## config.mk

```make
export PLATFORM = sky130hd
export DESIGN_NAME = subterranean_sae_ctrl
export DESIGN_NICKNAME = d
export VERILOG_FILES = /design/src/rtl/subterranean_sae_ctrl.sv
export SDC_FILE = /design/constraint.sdc
export NUM_CORES = 1
export LEC_CHECK = 0
export ABC_AREA = 1
export BUFFER_PORTS_ARGS = -buffer_cell sky130_fd_sc_hd__buf_2
export CAP_MARGIN = 20
export CORE_AREA = 2 2 312 314
export CTS_CLUSTER_DIAMETER = 50
export DETAILED_ROUTE_END_ITERATION = 12
export DIE_AREA = 0 0 314 316
export GPL_TIMING_DRIVEN = 0
export PLACE_DENSITY = 0.5
export SYNTH_ARGS = -nofsm -noshare
export SYNTH_HDL_FRONTEND = slang
export SYNTH_SLANG_ARGS = --single-unit
```

## constraint.sdc

```tcl
create_clock -name clk -period 2.3 [get_ports clk]
set_input_delay 0.115 -clock clk [delete_from_list [all_inputs] [get_ports clk]]
set_output_delay 0.115 -clock clk [all_outputs]
set_load 0.03 [all_outputs]
```

## src/rtl/subterranean_sae_ctrl.sv

```systemverilog
// SAE sequencer for the 4-round Subterranean duplex datapath: walks key/nonce/AD/message/tag
// phases, sizes each duplex call per 32-bit lane and buffers one output block.

module subterranean_sae_lane #(
  parameter int LANE = 0
) (
  input  logic [4:0] n,
  output logic [2:0] sz
);
  localparam logic [4:0] LO = 5'(4 * LANE);

  always_comb begin
    if (n >= LO + 5'd4) sz = 3'd4;
    else if (n > LO)    sz = 3'(n - LO);
    else                sz = 3'd0;
  end
endmodule

module subterranean_sae_ctrl (
  input  logic         clk,
  input  logic         arstn,
  input  logic         cmd_valid,
  output logic         cmd_ready,
  input  logic         cmd_decrypt,
  input  logic [127:0] key,
  input  logic [127:0] nonce,
  input  logic         in_valid,
  output logic         in_ready,
  input  logic [127:0] in_data,
  input  logic [4:0]   in_size,
  input  logic         in_last,
  output logic         out_valid,
  input  logic         out_ready,
  output logic [127:0] out_data,
  output logic [4:0]   out_size,
  output logic         out_tag,
  output logic         busy,
  output logic         dp_init,
  output logic         dp_start,
  output logic         dp_encrypt,
  output logic         dp_decrypt,
  output logic [1:0]   dp_enable_round,
  output logic [127:0] dp_din,
  output logic [11:0]  dp_din_size,
  input  logic [127:0] dp_dout
);
  localparam int NUM_LANES = 4;

  typedef enum logic [3:0] {
    IDLE, KEY, KPAD, NONCE, NPAD, BLK0, BLK1, AD, ADPAD, MSG, MPAD, BLK2, BLK3, TAG
  } state_t;

  typedef struct packed {
    logic         init;
    logic         start;
    logic         enc;
    logic         dec;
    logic [1:0]   er;
    logic [127:0] din;
    logic [11:0]  din_size;
  } dp_req_t;

  state_t  state, state_nx;
  dp_req_t dp;
  logic [127:0] key_q, nonce_q;
  logic         op_q;
  logic [NUM_LANES-1:0][2:0] lane_sz;
  logic         n_full, out_free, load_msg, load_tag;
  logic [4:0]   blk_n;
  logic [1:0]   blk_er;

  // Non-last blocks are always full regardless of in_size.
  assign n_full   = !in_last || (in_size >= 5'd16);
  assign blk_n    = n_full ? 5'd16 : in_size;
  assign blk_er   = n_full ? 2'd3 : blk_n[3:2];
  assign out_free = !out_valid || out_ready;

  for (genvar i = 0; i < NUM_LANES; i++) begin : g_lane
    subterranean_sae_lane #(.LANE(i)) u_lane (.n(blk_n), .sz(lane_sz[i]));
  end

  always_comb begin
    state_nx = state;
    dp       = '0;
    in_ready = 1'b0;
    load_msg = 1'b0;
    load_tag = 1'b0;
    case (state)
      IDLE: if (cmd_valid) begin
        dp.init  = 1'b1;
        state_nx = KEY;
      end
      KEY: begin
        dp.start = 1'b1; dp.din = key_q; dp.din_size = 12'h924; dp.er = 2'd3;
        state_nx = KPAD;
      end
      KPAD: begin dp.start = 1'b1; state_nx = NONCE; end
      NONCE: begin
        dp.start = 1'b1; dp.din = nonce_q; dp.din_size = 12'h924; dp.er = 2'd3;
        state_nx = NPAD;
      end
      NPAD:  begin dp.start = 1'b1; state_nx = BLK0; end
      BLK0:  begin dp.start = 1'b1; dp.er = 2'd3; state_nx = BLK1; end
      BLK1:  begin dp.start = 1'b1; dp.er = 2'd3; state_nx = AD; end
      AD: if (in_valid) begin
        in_ready = 1'b1;
        dp.start = 1'b1; dp.din = in_data; dp.din_size = lane_sz; dp.er = blk_er;
        if (in_last) state_nx = n_full ? ADPAD : MSG;
      end
      ADPAD: begin dp.start = 1'b1; state_nx = MSG; end
      // Only consume when the output buffer can take the result.
      MSG: if (in_valid && out_free) begin
        in_ready = 1'b1;
        dp.start = 1'b1; dp.din = in_data; dp.din_size = lane_sz; dp.er = blk_er;
        dp.enc   = !op_q; dp.dec = op_q;
        load_msg = 1'b1;
        if (in_last) state_nx = n_full ? MPAD : BLK2;
      end
      MPAD:  begin dp.start = 1'b1; state_nx = BLK2; end
      BLK2:  begin dp.start = 1'b1; dp.er = 2'd3; state_nx = BLK3; end
      BLK3:  begin dp.start = 1'b1; dp.er = 2'd3; state_nx = TAG; end
      TAG: if (out_free) begin
        dp.start = 1'b1; dp.er = 2'd3;
        load_tag = 1'b1;
        state_nx = IDLE;
      end
      default: state_nx = IDLE;
    endcase
  end

  assign cmd_ready       = (state == IDLE);
  assign busy            = (state != IDLE);
  assign dp_init         = dp.init;
  assign dp_start        = dp.start;
  assign dp_encrypt      = dp.enc;
  assign dp_decrypt      = dp.dec;
  assign dp_enable_round = dp.er;
  assign dp_din          = dp.din;
  assign dp_din_size     = dp.din_size;

  always_ff @(posedge clk or negedge arstn) begin
    if (!arstn) state <= IDLE;
    else        state <= state_nx;
  end

  always_ff @(posedge clk or negedge arstn) begin
    if (!arstn) begin
      key_q   <= '0;
      nonce_q <= '0;
      op_q    <= 1'b0;
    end else if (state == IDLE && cmd_valid) begin
      key_q   <= key;
      nonce_q <= nonce;
      op_q    <= cmd_decrypt;
    end
  end

  // A load in the same cycle as a drain keeps out_valid high.
  always_ff @(posedge clk or negedge arstn) begin
    if (!arstn) begin
      out_valid <= 1'b0;
      out_data  <= '0;
      out_size  <= '0;
      out_tag   <= 1'b0;
    end else if (load_msg) begin
      out_valid <= 1'b1;
      out_data  <= dp_dout;
      out_size  <= blk_n;
      out_tag   <= 1'b0;
    end else if (load_tag) begin
      out_valid <= 1'b1;
      out_data  <= dp_dout;
      out_size  <= 5'd16;
      out_tag   <= 1'b1;
    end else if (out_ready) begin
      out_valid <= 1'b0;
    end
  end
endmodule
```

==> reports/results.ini, run 1 <==
[flow_run]
max_cap_viol_count = 0

[placed_design]
portBuffers = 807
hpwl_mm = 80.43
gp_congestion = 0.8976
dp.cells = 4450
dp_slack_ns = -1.429

[timing]
fin_crit_ns = 2.596
final.setup.tns_ns = -27.63
finalWorstSetupSlack_ns = -0.2964
fin_crit_sh_pct = 112.9
drv_slew = 0
finClkSkew_ns = 0.01349
hold_viol = 0
relSlewSlack_pct = 46.79
rsz0062_at_grt = yes
worst_pin_slew_ns = 0.7982
setup_violations = 145
timing.fmax_ghz = 0.3851

[status]
status = finished with violations
violations = negative setup slack

[floorplanning]
start_util_pct = 18.49
die_x_um = 314
core_mm2 = 0.09599
io_pins = 808
design.die.area_mm2 = 0.09922
std_cell_rows = 114
die_h_um = 316

[global_routing]
grt_util_all_layers_pct = 21.87
gr-total-overflow = 0
grt_pass1_vias = 22120
grt_max_degree = 106
grt_pass1_wl_mm = 154.3
antenna_found_initial = 9

[detailed_routing]
drt_iter0_drc = 1511
vias_per_cell = 4.309
drc = 0
vias = 21630
dr.pass1.iters = 5
drt-total-wl_mm = 112.7
ant_nets = 0
wire_per_inst_um = 22.45

[clock_tree]
cts_root_buf = clkbuf_16
cts_made_buffers = 66
clock_latency_ns = 0.62
numClockSinks = 396
path_clk_slew_ns = 0.06
cts_tree = yes
htreeDepth = 3
max-clock-path-buffers = 3

[logic_synthesis]
ys_seq_area_share_pct = 55.84
syn-instance-count = 2355
syn_nets = 2879
synthTopCellsByArea = dfrtp_1 (56%), nand2_1 (31%), nand3_1 (7.7%)
synth_seq_cells = 396
postSynthAreaPerCell_um2 = 7.536
ys_warn_count = 0
syn_area_mm2 = 0.01775
yosysTopAreaCell = dfrtp_1
synth_cell_types = 22
yosysTopAreaCellShare_pct = 55.84

[setup_path]
crit_path_start = state[2]$_DFFE_PN0P_
reg2reg_from = state[2]$_DFFE_PN0P_
r2r-end = key_q[115]$_DFFE_PN0P_
required_ns = 2.18
crit_path_end = dp_din[15]
crit_path_start_kind = register
critPathKind = reg -> out
r2r.worst_path.cells = 11
crit_fanout = 8
cp_data_arrival_time_ns = 2.48
rrSetupSlack_ns = 0.01
crit_path_end_kind = output pin

[power]
total_power_mw = 45.33
leakage_nw = 18.21
peakVddDrop_mv = 0.5894
powerDensity_mw_per_mm2 = 1359

[cells_and_area]
fillers = 9963
areaGrowthSynthToFinish_pct = 87.99
stdcell_count = 5021
fin_nets = 4213
drive_gt1_share_pct = 36.09

[hold_path]
min_path_type = in -> async

## cells in the final DEF (no fill, tap or decap), types with 2 or more instances in the layout
cell type      netlist  final
clkbuf_1            73     19
dfrtp_2              0      4
clkbuf_4             0     31
nand2_4              0     56
buf_12               0     22
buf_16               0     10
nor2_4               0     14
inv_2                4      4
clkbuf_16            0     86
nand2_2              0     43
inv_8                0      4
dlygate4sd3_1        0    394
nand3_4              0     16
nand2_1           1462   1360
buf_8                0     16
nor2_2               3      3
clkinv_2             0     10
dfrtp_1            396    392
o21ai_2              1      2
o21ai_0              4      4
clkinv_4             0      6
clkbuf_2             0     23
inv_6                0     14
clkbuf_8             0     14
inv_1               23     20
nand3_2              0     87
nand2_8              0      3
buf_6                0    129
buf_2               59    695
nor2_1              37     23
nand3_1            273    170
diode_2              0      7
buf_4                7     47
clkinvlp_4           0      4
nor3_2               1      2
## cell families (layout without fill, tap and decap cells)
logic type / count (synthesis) / in the layout / synth area share, %
flops: 396 / 396 / 55.84
compound gates: 11 / 11 / 0.3455
simple gates: 1780 / 1780 / 39.70
other cells: 0 / 7 / 0
buf+inv: 168 / 1551 / 4.117
## critical path, cell delays in order (launching register included)
cell,delay (ns)
dfrtp_2,0.41
buf_6,0.12
nor2_4,0.11
buf_6,0.13
inv_6,0.04
nor2_4,0.10
buf_12,0.16
buf_12,0.16
clkbuf_16,0.15
buf_12,0.15
nand2_4,0.06
nand3_4,0.09
buf_6,0.14
## synthesized netlist by cell type
cell type and number:
inv_1 23, nand4_1 1, nor3_1 2, nor3_2 1
clkinv_1 1, o22ai_1 1, buf_1 1, nand3_1 273
o21ai_1 3, buf_4 7, nand3b_1 1, inv_2 4
o21ai_0 4, nand2_1 1462, nor2_2 3, a21oi_1 1
o21ai_2 1, nor2_1 37, dfrtp_1 396, a31oi_1 1
buf_2 59, clkbuf_1 73
## report_power, final
group / switching [mW] / internal (mW) / total [mW]
clock network: 3.90 / 5.74 / 9.63
registers: 2.10 / 10.2 / 12.3
logic: 15.0 / 8.37 / 23.4
total: 21.0 / 24.3 / 45.3
## final cells by class
class	count	area, um^2	share of cell area [%]
multi-input combinational	1791	8444	25.31
clock buffer	80	1784	5.348
tap	1276	1597	4.785
inverter	28	122.6	0.3675
timing repair buffer	1269	9847	29.51
sequential	396	9915	29.72
clock inverter	37	320.3	0.9601
buffer	137	1316	3.945
antenna	7	17.52	0.05250
## flip-flops by register name, summed over array words and instances, names as in the netlist
name       flops
key_q        128
op_q           1
out_data     128
state          4
out_valid      1
out_size       5
nonce_q      128
out_tag        1
## how the worst min path moves through the flow
stage / slack, ns / start / end
after floorplan: -0.18 / arstn / key_q[0]$_DFFE_PN0P_
after detailed placement: 0.009 / arstn / out_data[34]$_DFFE_PN0P_
after global routing: 0.05 / arstn / nonce_q[70]$_DFFE_PN0P_
after CTS: 0.0006 / in_valid / state[0]$_DFFE_PN0P_
after global placement: 0.31 / key[25] / key_q[25]$_DFFE_PN0P_
final: 0.07 / arstn / out_data[15]$_DFFE_PN0P_
## layer usage
| metal | global-route usage [%] | up-vias | share of wire [%] |
|---|---|---|---|
| met4 | 12.08 | 4 | 5.5 |
| met5 | 0 | - | 0.017 |
| li1 | - | 10010 | - |
| met1 | 25.88 | 10420 | 39 |
| met3 | 4.742 | 229 | 6.8 |
| met2 | 36.89 | 974 | 48 |
## what timing repair did
action / in CTS / in global routing
buffers inserted: 36 / 9
cloned: 12 / 4
hold buffers: 395 / 0
resized for setup: 576 / 294
endpoints found under the setup margin: 412 / 437
pin swaps: 25 / 33
hold endpoints to repair: 622 / 0
## metrics by stage
step	hold WS, ns	util [%]	cell area [um^2]
after floorplan	-0.1806	-	17750
after global placement	0.3101	24.36	23380
after detailed placement	0.009029	24.63	23640
after CTS	0.0005760	33.84	32480
after global routing	0.05077	34.74	33350
final	0.07329	34.76	33360
Note: power is estimated with default switching activity, not from simulation.
==> run 2: changes to the inputs <==
--- a/config.mk
+++ b/config.mk
@@ -8,12 +8,14 @@
 export ABC_AREA = 1
 export BUFFER_PORTS_ARGS = -buffer_cell sky130_fd_sc_hd__buf_2
 export CAP_MARGIN = 20
-export CORE_AREA = 2 2 312 314
+export CORE_AREA = 2 2 314 316
 export CTS_CLUSTER_DIAMETER = 50
 export DETAILED_ROUTE_END_ITERATION = 12
-export DIE_AREA = 0 0 314 316
+export DIE_AREA = 0 0 316 318
 export GPL_TIMING_DRIVEN = 0
-export PLACE_DENSITY = 0.5
+export PLACE_DENSITY = 0.49
+export SLEW_MARGIN = 15
 export SYNTH_ARGS = -nofsm -noshare
 export SYNTH_HDL_FRONTEND = slang
+export SYNTH_HIERARCHICAL = 1
 export SYNTH_SLANG_ARGS = --single-unit
==> run 2 against run 1 <==
Against the previous run: die area increased by 1.3%; final area increased by 2.9%; clock power increased by 21%; non-clock buffer count increased by 7; fmax increased by 2.3%; the flow still finishes with violations (negative setup slack); combinational power decreased by 7%; via count decreased by 0.99%.
==> reports/results.ini, run 2 <==
[detailed_routing]
vias = 21420  ; -0.99%
ant_nets = 0  ; unchanged
drt-total-wl_mm = 103.3  ; -8.3%
wl_met2_mm = 49.27  ; -9.4%
wire_per_inst_um = 20.32  ; -9.5%
drc = 0  ; unchanged
met1_length_mm = 43.42  ; -2.4%
dr.pass1.iters = 5  ; unchanged
top_layer_used = met5
drt_iter0_drc = 1325  ; -12%
vias_per_cell = 4.212  ; -2.2%
route.met3.wl_mm = 6.576  ; -14%

[cells_and_area]
multi_input_area_mm2 = 0.008626  ; +2.1%
reg_top3 = key_q: 128 flops, nonce_q: 128 flops, out_data: 128 flops
mostFrequentLayoutCells = nand2_1 (1,338), buf_2 (681), dlygate4sd3_1 (393), dfrtp_1 (393), buf_6 (156)
final_cell_area_mm2 = 0.03434  ; +2.9%
drive_gt1_share_pct = 37.73  ; +1.6 points
areaGrowthSynthToFinish_pct = 90.86
layout_commonest_cell = nand2_1
fin_nets = 4249  ; +0.85%
fillers = 10070  ; +1.0%
register_area_mm2 = 0.009913  ; about the same

[floorplanning]
start_util_pct = 18.47  ; about the same
std_cell_rows = 115  ; +0.88%
die_x_um = 316  ; +0.64%
design.die.area_mm2 = 0.1005  ; +1.3%
core_mm2 = 0.09741  ; +1.5%
io_pins = 808  ; unchanged
die_h_um = 318  ; +0.63%

[placed_design]
post_dp_cell_area_mm2 = 0.02380  ; +0.66%
portBuffers = 807  ; unchanged
hpwl_mm = 72.87  ; -9.4%
gp_congestion = 0.8925  ; -0.57%

[global_routing]
grt_pass1_wl_mm = 144.1  ; -6.6%
grt_max_degree = 96  ; -9.4%
antenna_found_initial = 21  ; +12
gr-total-overflow = 0  ; unchanged
grt_pass1_vias = 22110  ; -0.063%
grt_util_all_layers_pct = 19.73  ; -2.1 points

[power]
p_sw_mw = 19.93  ; -5.1%
p_clk_share_pct = 25.8  ; +4.5 points
powerDensity_mw_per_mm2 = 1325  ; -2.5%
swShare_pct = 43.81  ; -2.5 points
p_seq_share_pct = 26.4  ; -0.8 points
p_int_mw = 25.57  ; +5.1%
leakage_nw = 18.85  ; +3.5%
peakVddDrop_mv = 0.7432  ; +26%
p_comb_share_pct = 47.8  ; -3.8 points

[setup_path]
slowest_delay_ns = 0.44  ; +0.03 ns
required_ns = 2.18  ; about the same
cp_data_arrival_time_ns = 2.42  ; -0.06 ns
critPathKind = reg -> out
slowest_stage = dfrtp_2
crit_path_start_kind = register
reg2reg_from = state[3]$_DFFE_PN0P_
crit_path_end_kind = output pin
path_cells = buf_6 > nor2_4 > inv_2 > nor2_4 > buf_12 > buf_16 > clkbuf_16 > nand2_1 > nand3_2 > buf_6
crit_path_start = state[3]$_DFFE_PN0P_
r2r.worst_path.cells = 11  ; unchanged
crit_fanout = 10  ; +2
cp_top_family = buffers and inverters
path_depth = 10  ; -2
critPathBufInv = 6  ; -2

[flow_run]
max_cap_viol_count = 0  ; unchanged

[logic_synthesis]
syn_nets = 2904  ; +0.87%
synthFlopType = dfrtp_1
ys_warn_count = 6  ; +6
syn_area_mm2 = 0.01799  ; +1.4%
ys_async_sr_fraction_pct = 100.0  ; unchanged
synthTopCellsByArea = dfrtp_1 (55%), nand2_1 (31%), nand3_1 (7.4%)
synth_seq_cells = 396  ; unchanged
ys_seq_area_share_pct = 55.07  ; -0.76 points
yosysTopAreaCell = dfrtp_1
postSynthAreaPerCell_um2 = 7.560  ; +0.32%
syn-instance-count = 2380  ; +1.1%
yosysMostFrequentCell = nand2_1
ys_top_cells_by_count = nand2_1 (1,464), dfrtp_1 (396), nand3_1 (266), clkbuf_1 (67), nor2_1 (39)
synth_cell_types = 22  ; unchanged
synth_edf_count = 0  ; unchanged
yosysTopAreaCellShare_pct = 55.07  ; -0.76 points

[clock_tree]
htreeDepth = 3  ; unchanged
cts_root_buf = clkbuf_16
cts_tree = yes
max-clock-path-buffers = 3  ; unchanged
cts_made_buffers = 72  ; +9.1%
numClockSinks = 396  ; unchanged
path_clk_slew_ns = 0.05  ; about the same
clock_latency_ns = 0.65  ; +0.03 ns

[timing]
timing.fmax_ghz = 0.3941  ; +2.3%
relSlewSlack_pct = 32.43  ; -14 points
finClkSkew_ns = 0.02157  ; +0.008078 ns
hold_viol = 0  ; unchanged
fin_crit_sh_pct = 110.3  ; -2.6 points
setup_violations = 136  ; -6.2%
final.setup.tns_ns = -21.68  ; +5.954 ns
drv_slew = 0  ; unchanged
rsz0062_at_grt = yes
worst_pin_slew_ns = 1.013  ; +0.2153 ns
fin_crit_ns = 2.537  ; -0.05894 ns
finalWorstSetupSlack_ns = -0.2375  ; +0.05894 ns

[hold_path]
min_from = in_last
min_path_type = in -> reg
hold_path_depth = 7

[status]
violations = negative setup slack
status = finished with violations

## run 2: area by class of cell
cell class | count | share of cell area, %
timing repair buffer | 1278 | 29.11
sequential | 396 | 28.87
multi-input combinational | 1799 | 25.12
clock buffer | 84 | 5.582
tap | 1287 | 4.689
buffer | 135 | 3.855
clock inverter | 47 | 2.131
inverter | 43 | 0.5283
antenna | 16 | 0.1166
## run 2: worst min-delay path: cells and delay by family
family                 cells  cell delay (ns)
buffers and inverters      2             0.20
AND/OR/NAND/NOR            5             0.34
## run 2: worst paths after layout
check | end | slack [ns]
max | dp_din[88] | -0.24
min reg2reg | out_data[99]$_DFFE_PN0P_ | 0.46
max reg2reg | key_q[46]$_DFFE_PN0P_ | 0.07
min in group asynchronous | out_data[29]$_DFFE_PN0P_ | 0.06
max in group asynchronous | nonce_q[55]$_DFFE_PN0P_ | 1.15
min | state[1]$_DFFE_PN0P_ | 0.05
## run 2: what timing repair did
item                                    4_1_cts  5_1_grt
setup buffers                                40       20
pin swaps                                    13       42
endpoints found under the setup margin      404      279
hold buffers                                394        0
hold endpoints to repair                    610        0
resized for setup                           623      292
cloned                                        8        9
## run 2: kinds of logic after synthesis
logic type	count (synthesis)	share of synthesized area, %
AOI/OAI and AO/OA	15	0.4380
buffers and inverters	185	5.146
DFF	396	55.07
and+or+nand+nor	1784	39.34
## run 2: layer usage
layer  global-route usage, %  vias up
met3                   4.735      223
li1                        -    10100
met1                   24.16    10270
met5                       0        -
met4                   8.815       12
met2                   32.66      816
## run 2: metrics by stage
stage          utilization (%)  total power [mW]  instances  worst slack, ns  hold WS, ns
2_1_floorplan                -             21.70       2380           0.3025      -0.1806
3_3_place_gp             24.27             28.47       4474           -7.908       0.3096
3_5_place_dp             24.43             28.61       4480           -1.427      0.04196
4_1_cts                  34.02             44.45       5050          -0.3521     0.003065
5_1_grt                  35.24             47.99       5081          -0.3324      0.06559
6_report                 35.25             45.50       5085          -0.2375      0.05143
## run 2: power by group through the flow
| stage | clock [mW] | combinational [mW] | sequential, mW |
|---|---|---|---|
| after floorplan | 0 | 8.13 | 13.6 |
| after global placement | 0 | 16.6 | 11.9 |
| after detailed placement | 0 | 16.7 | 11.9 |
| after CTS | 12.0 | 20.6 | 11.8 |
| after global routing | 12.3 | 23.3 | 12.4 |
| final | 11.7 | 21.7 | 12.0 |
==> run 3: changes to the inputs <==
--- a/config.mk
+++ b/config.mk
@@ -8,10 +8,10 @@
 export ABC_AREA = 1
 export BUFFER_PORTS_ARGS = -buffer_cell sky130_fd_sc_hd__buf_2
 export CAP_MARGIN = 20
-export CORE_AREA = 2 2 314 316
+export CORE_AREA = 2 2 315 317
 export CTS_CLUSTER_DIAMETER = 50
 export DETAILED_ROUTE_END_ITERATION = 12
-export DIE_AREA = 0 0 316 318
+export DIE_AREA = 0 0 317 319
 export GPL_TIMING_DRIVEN = 0
 export PLACE_DENSITY = 0.49
 export SLEW_MARGIN = 15
==> constraint.sdc (replaced) <==
create_clock -name clk -period 2.9 [get_ports clk]
set_input_delay 0.145 -clock clk [delete_from_list [all_inputs] [get_ports clk]]
set_output_delay 0.145 -clock clk [all_outputs]
set_load 0.03 [all_outputs]
==> run 3 against run 2 <==
Against the previous run: the run now ends clean; via count is 2.6% lower; combinational power is 36% lower; global-route usage is 0.97 points lower; utilization is 3.4 points lower; clock skew is 0.0070 ns higher; first-iteration DRC count is 5.8% lower; final area is 9.5% lower; register-to-register slack better by 0.21 ns; sequential power is 21% lower; total power is 26% lower; clock-buffer cell count is 2 higher; non-clock buffer count is 54 lower; critical path type unchanged; critical endpoint is now dp_din[120]; largest power group unchanged; highest routed layer unchanged.
==> reports/results.ini, run 3 (synthesized netlist as in run 2, its figures left out) <==
[status]
status = completed

[power]
leakage_nw = 16.87  ; -10%
p_clk_share_pct = 30.1  ; +4.3 points
peakVddDrop_mv = 0.4953  ; -33%
p_int_mw = 18.84  ; -26%
p_sw_mw = 14.64  ; -27%
p_seq_share_pct = 28.3  ; +1.9 points
total_power_mw = 33.48  ; -26%
p_comb_share_pct = 41.6  ; -6.2 points
swShare_pct = 43.73  ; -0.079 points
powerDensity_mw_per_mm2 = 1077  ; -19%

[placed_design]
portBuffers = 807  ; unchanged
gp_congestion = 0.8759  ; -1.9%
hpwl_mm = 72.58  ; -0.41%
post_dp_cell_area_mm2 = 0.02378  ; about the same

[floorplanning]
die_h_um = 319  ; +0.31%
std_cell_rows = 115  ; unchanged
design.die.area_mm2 = 0.1011  ; +0.63%
io_pins = 808  ; unchanged
die_x_um = 317  ; +0.32%
start_util_pct = 18.42  ; -0.054 points
core_mm2 = 0.09770  ; +0.30%

[global_routing]
grt_util_all_layers_pct = 18.76  ; -0.97 points
met2_usage_pct = 31.98  ; -0.68 points
grt_pass1_vias = 21420  ; -3.1%
grt_busiest_layer = met2
grtUsageMet3_pct = 3.629  ; -1.1 points
antenna_found_initial = 18  ; -14%
grt_util_met1_pct = 23.35  ; -0.81 points
gr-total-overflow = 0  ; unchanged
grt_max_degree = 96  ; unchanged
grt_pass1_wl_mm = 139.3  ; -3.4%

[clock_tree]
numClockSinks = 396  ; unchanged
cts_made_buffers = 76  ; +5.6%
cts_root_buf = clkbuf_16
path_clk_slew_ns = 0.05  ; about the same
htreeDepth = 3  ; unchanged
clock_latency_ns = 0.63  ; -0.02 ns
cts_tree = yes
max-clock-path-buffers = 3  ; unchanged

[cells_and_area]
reg_top3 = key_q: 128 flops, nonce_q: 128 flops, out_data: 128 flops
fin_nets = 4199  ; -1.2%
layout_commonest_cell = nand2_1
fin_util_pct = 31.83  ; -3.4 points
areaGrowthSynthToFinish_pct = 72.82
final_cell_area_mm2 = 0.03110  ; -9.5%
drive_gt1_share_pct = 29.33  ; -8.4 points
mostFrequentLayoutCells = nand2_1 (1,461), buf_2 (821), dlygate4sd3_1 (393)

[setup_path]
cp_data_arrival_time_ns = 2.65  ; +0.23 ns
crit_path_end_kind = output pin
crit_fanout = 10  ; unchanged
critPathBufInv = 6  ; unchanged
path_cells = inv_2 > nor2_4 > nand2_2 > nor2_4 > inv_4 > o21ai_4 > buf_12 > buf_16 > buf_6 > nand2_1 > nand3_1 > buf_2
cp_top_family = buffers and inverters
slowest_delay_ns = 0.40  ; -0.04 ns
critPathKind = reg -> out
worst_path_most_repeated_cell = nor2_4
slowest_stage = dfrtp_2
crit_path_start_kind = register
required_ns = 2.76  ; +0.58 ns

[hold_path]
min_path_type = in -> reg

[timing]
timing.fmax_ghz = 0.3574
fin_crit_sh_pct = 96.48
setup_violations = 0  ; -100%
fin_crit_ns = 2.798
hold_viol = 0  ; unchanged
finClkSkew_ns = 0.02859  ; +0.007018 ns
drv_slew = 0  ; unchanged
worst_pin_slew_ns = 1.078  ; +0.06411 ns
relSlewSlack_pct = 28.16  ; -4.3 points
hold_ws_ns = 0.06138  ; +0.009948 ns

[detailed_routing]
drt-total-wl_mm = 98.13  ; -5.0%
vias_per_cell = 4.143  ; -1.6%
wire_per_inst_um = 19.49  ; -4.1%
drt_iter0_drc = 1248  ; -5.8%
ant_nets = 0  ; unchanged
dr.pass1.iters = 5  ; unchanged
drc = 0  ; unchanged
vias = 20850  ; -2.6%

[flow_run]
max_cap_viol_count = 0  ; unchanged

==> run 3: cell count changes in the layout (fill, tap and decap cells not counted), moves of 25 or more <==
cell,delta
buf_2,+140
buf_4,-35
buf_6,-134
clkbuf_1,+25
nand2_1,+123
nand2_2,-60
nand2_4,-61
nand3_1,+120
nand3_2,-112
==> run 3: area by class of cell <==
type / count / area, um^2
diodes: 10 / 25.02
plain buffers: 140 / 899.6
clock buffers: 86 / 2021
clock inverters: 54 / 873.3
fillers: 10500 / 66600
inverters: 43 / 171.4
multi-input cells: 1799 / 7218
flip-flops and latches: 396 / 9915
well taps: 1287 / 1610
repair buffers: 1219 / 8363
==> run 3: path summary, 6_finish.rpt <==
check	from	to	slack, ns	cells past startpoint
setup / recovery	state[0]$_DFFE_PN0P_	dp_din[120]	0.10	12
hold / removal	cmd_valid	state[1]$_DFFE_PN0P_	0.06	6
setup reg to reg	state[1]$_DFFE_PN0P_	nonce_q[63]$_DFFE_PN0P_	0.28	9
hold reg to reg	out_data[2]$_DFFE_PN0P_	out_data[2]$_DFFE_PN0P_	0.46	2
max in group asynchronous	arstn	key_q[55]$_DFFE_PN0P_	1.43	4
min in group asynchronous	arstn	key_q[15]$_DFFE_PN0P_	0.07	2
==> run 3: worst reg2reg max path, delay by kind of cell (launching register included) <==
family	cells	cell delay, ns
AND/OR/NAND/NOR	5	0.93
flip-flops	1	0.44
buffers and inverters	4	1.19
==> run 3: what timing repair did <==
| action | in CTS | in global routing |
|---|---|---|
| buffers inserted | 8 | 3 |
| pin swaps | 3 | 2 |
| endpoints found under the hold margin | 603 | 0 |
| resized for setup | 75 | 46 |
| cloned | 1 | 1 |
| hold buffers | 393 | 0 |
| setup endpoints to repair | 214 | 89 |
==> run 3: metrics by stage <==
step,setup WS [ns],setup TNS [ns],cells
floorplan,0.8725,0,2380
global placement,-7.404,-2934.94,4474
detailed placement,-0.8841,-48.33,4479
CTS,-0.01055,-0.01055,5020
global route,-0.0003169,-0.0003169,5028
finish,0.1020,0,5034
==> run 3: metal layers <==
layer / wire length (um) / part of all wire, %
met3: 5505 / 5.6
met4: 3121 / 3.2
met2: 47850 / 49
met1: 41580 / 42
met5: 72 / 0.073
==> run 3: power by group through the flow <==
stage | combinational [mW] | sequential (mW) | clock, mW
global placement | 13.1 | 9.43 | 0
CTS | 14.0 | 9.41 | 10.3
finish | 13.9 | 9.46 | 10.1
floorplan | 6.45 | 10.8 | 0
global route | 15.2 | 9.70 | 10.6
detailed placement | 13.2 | 9.45 | 0
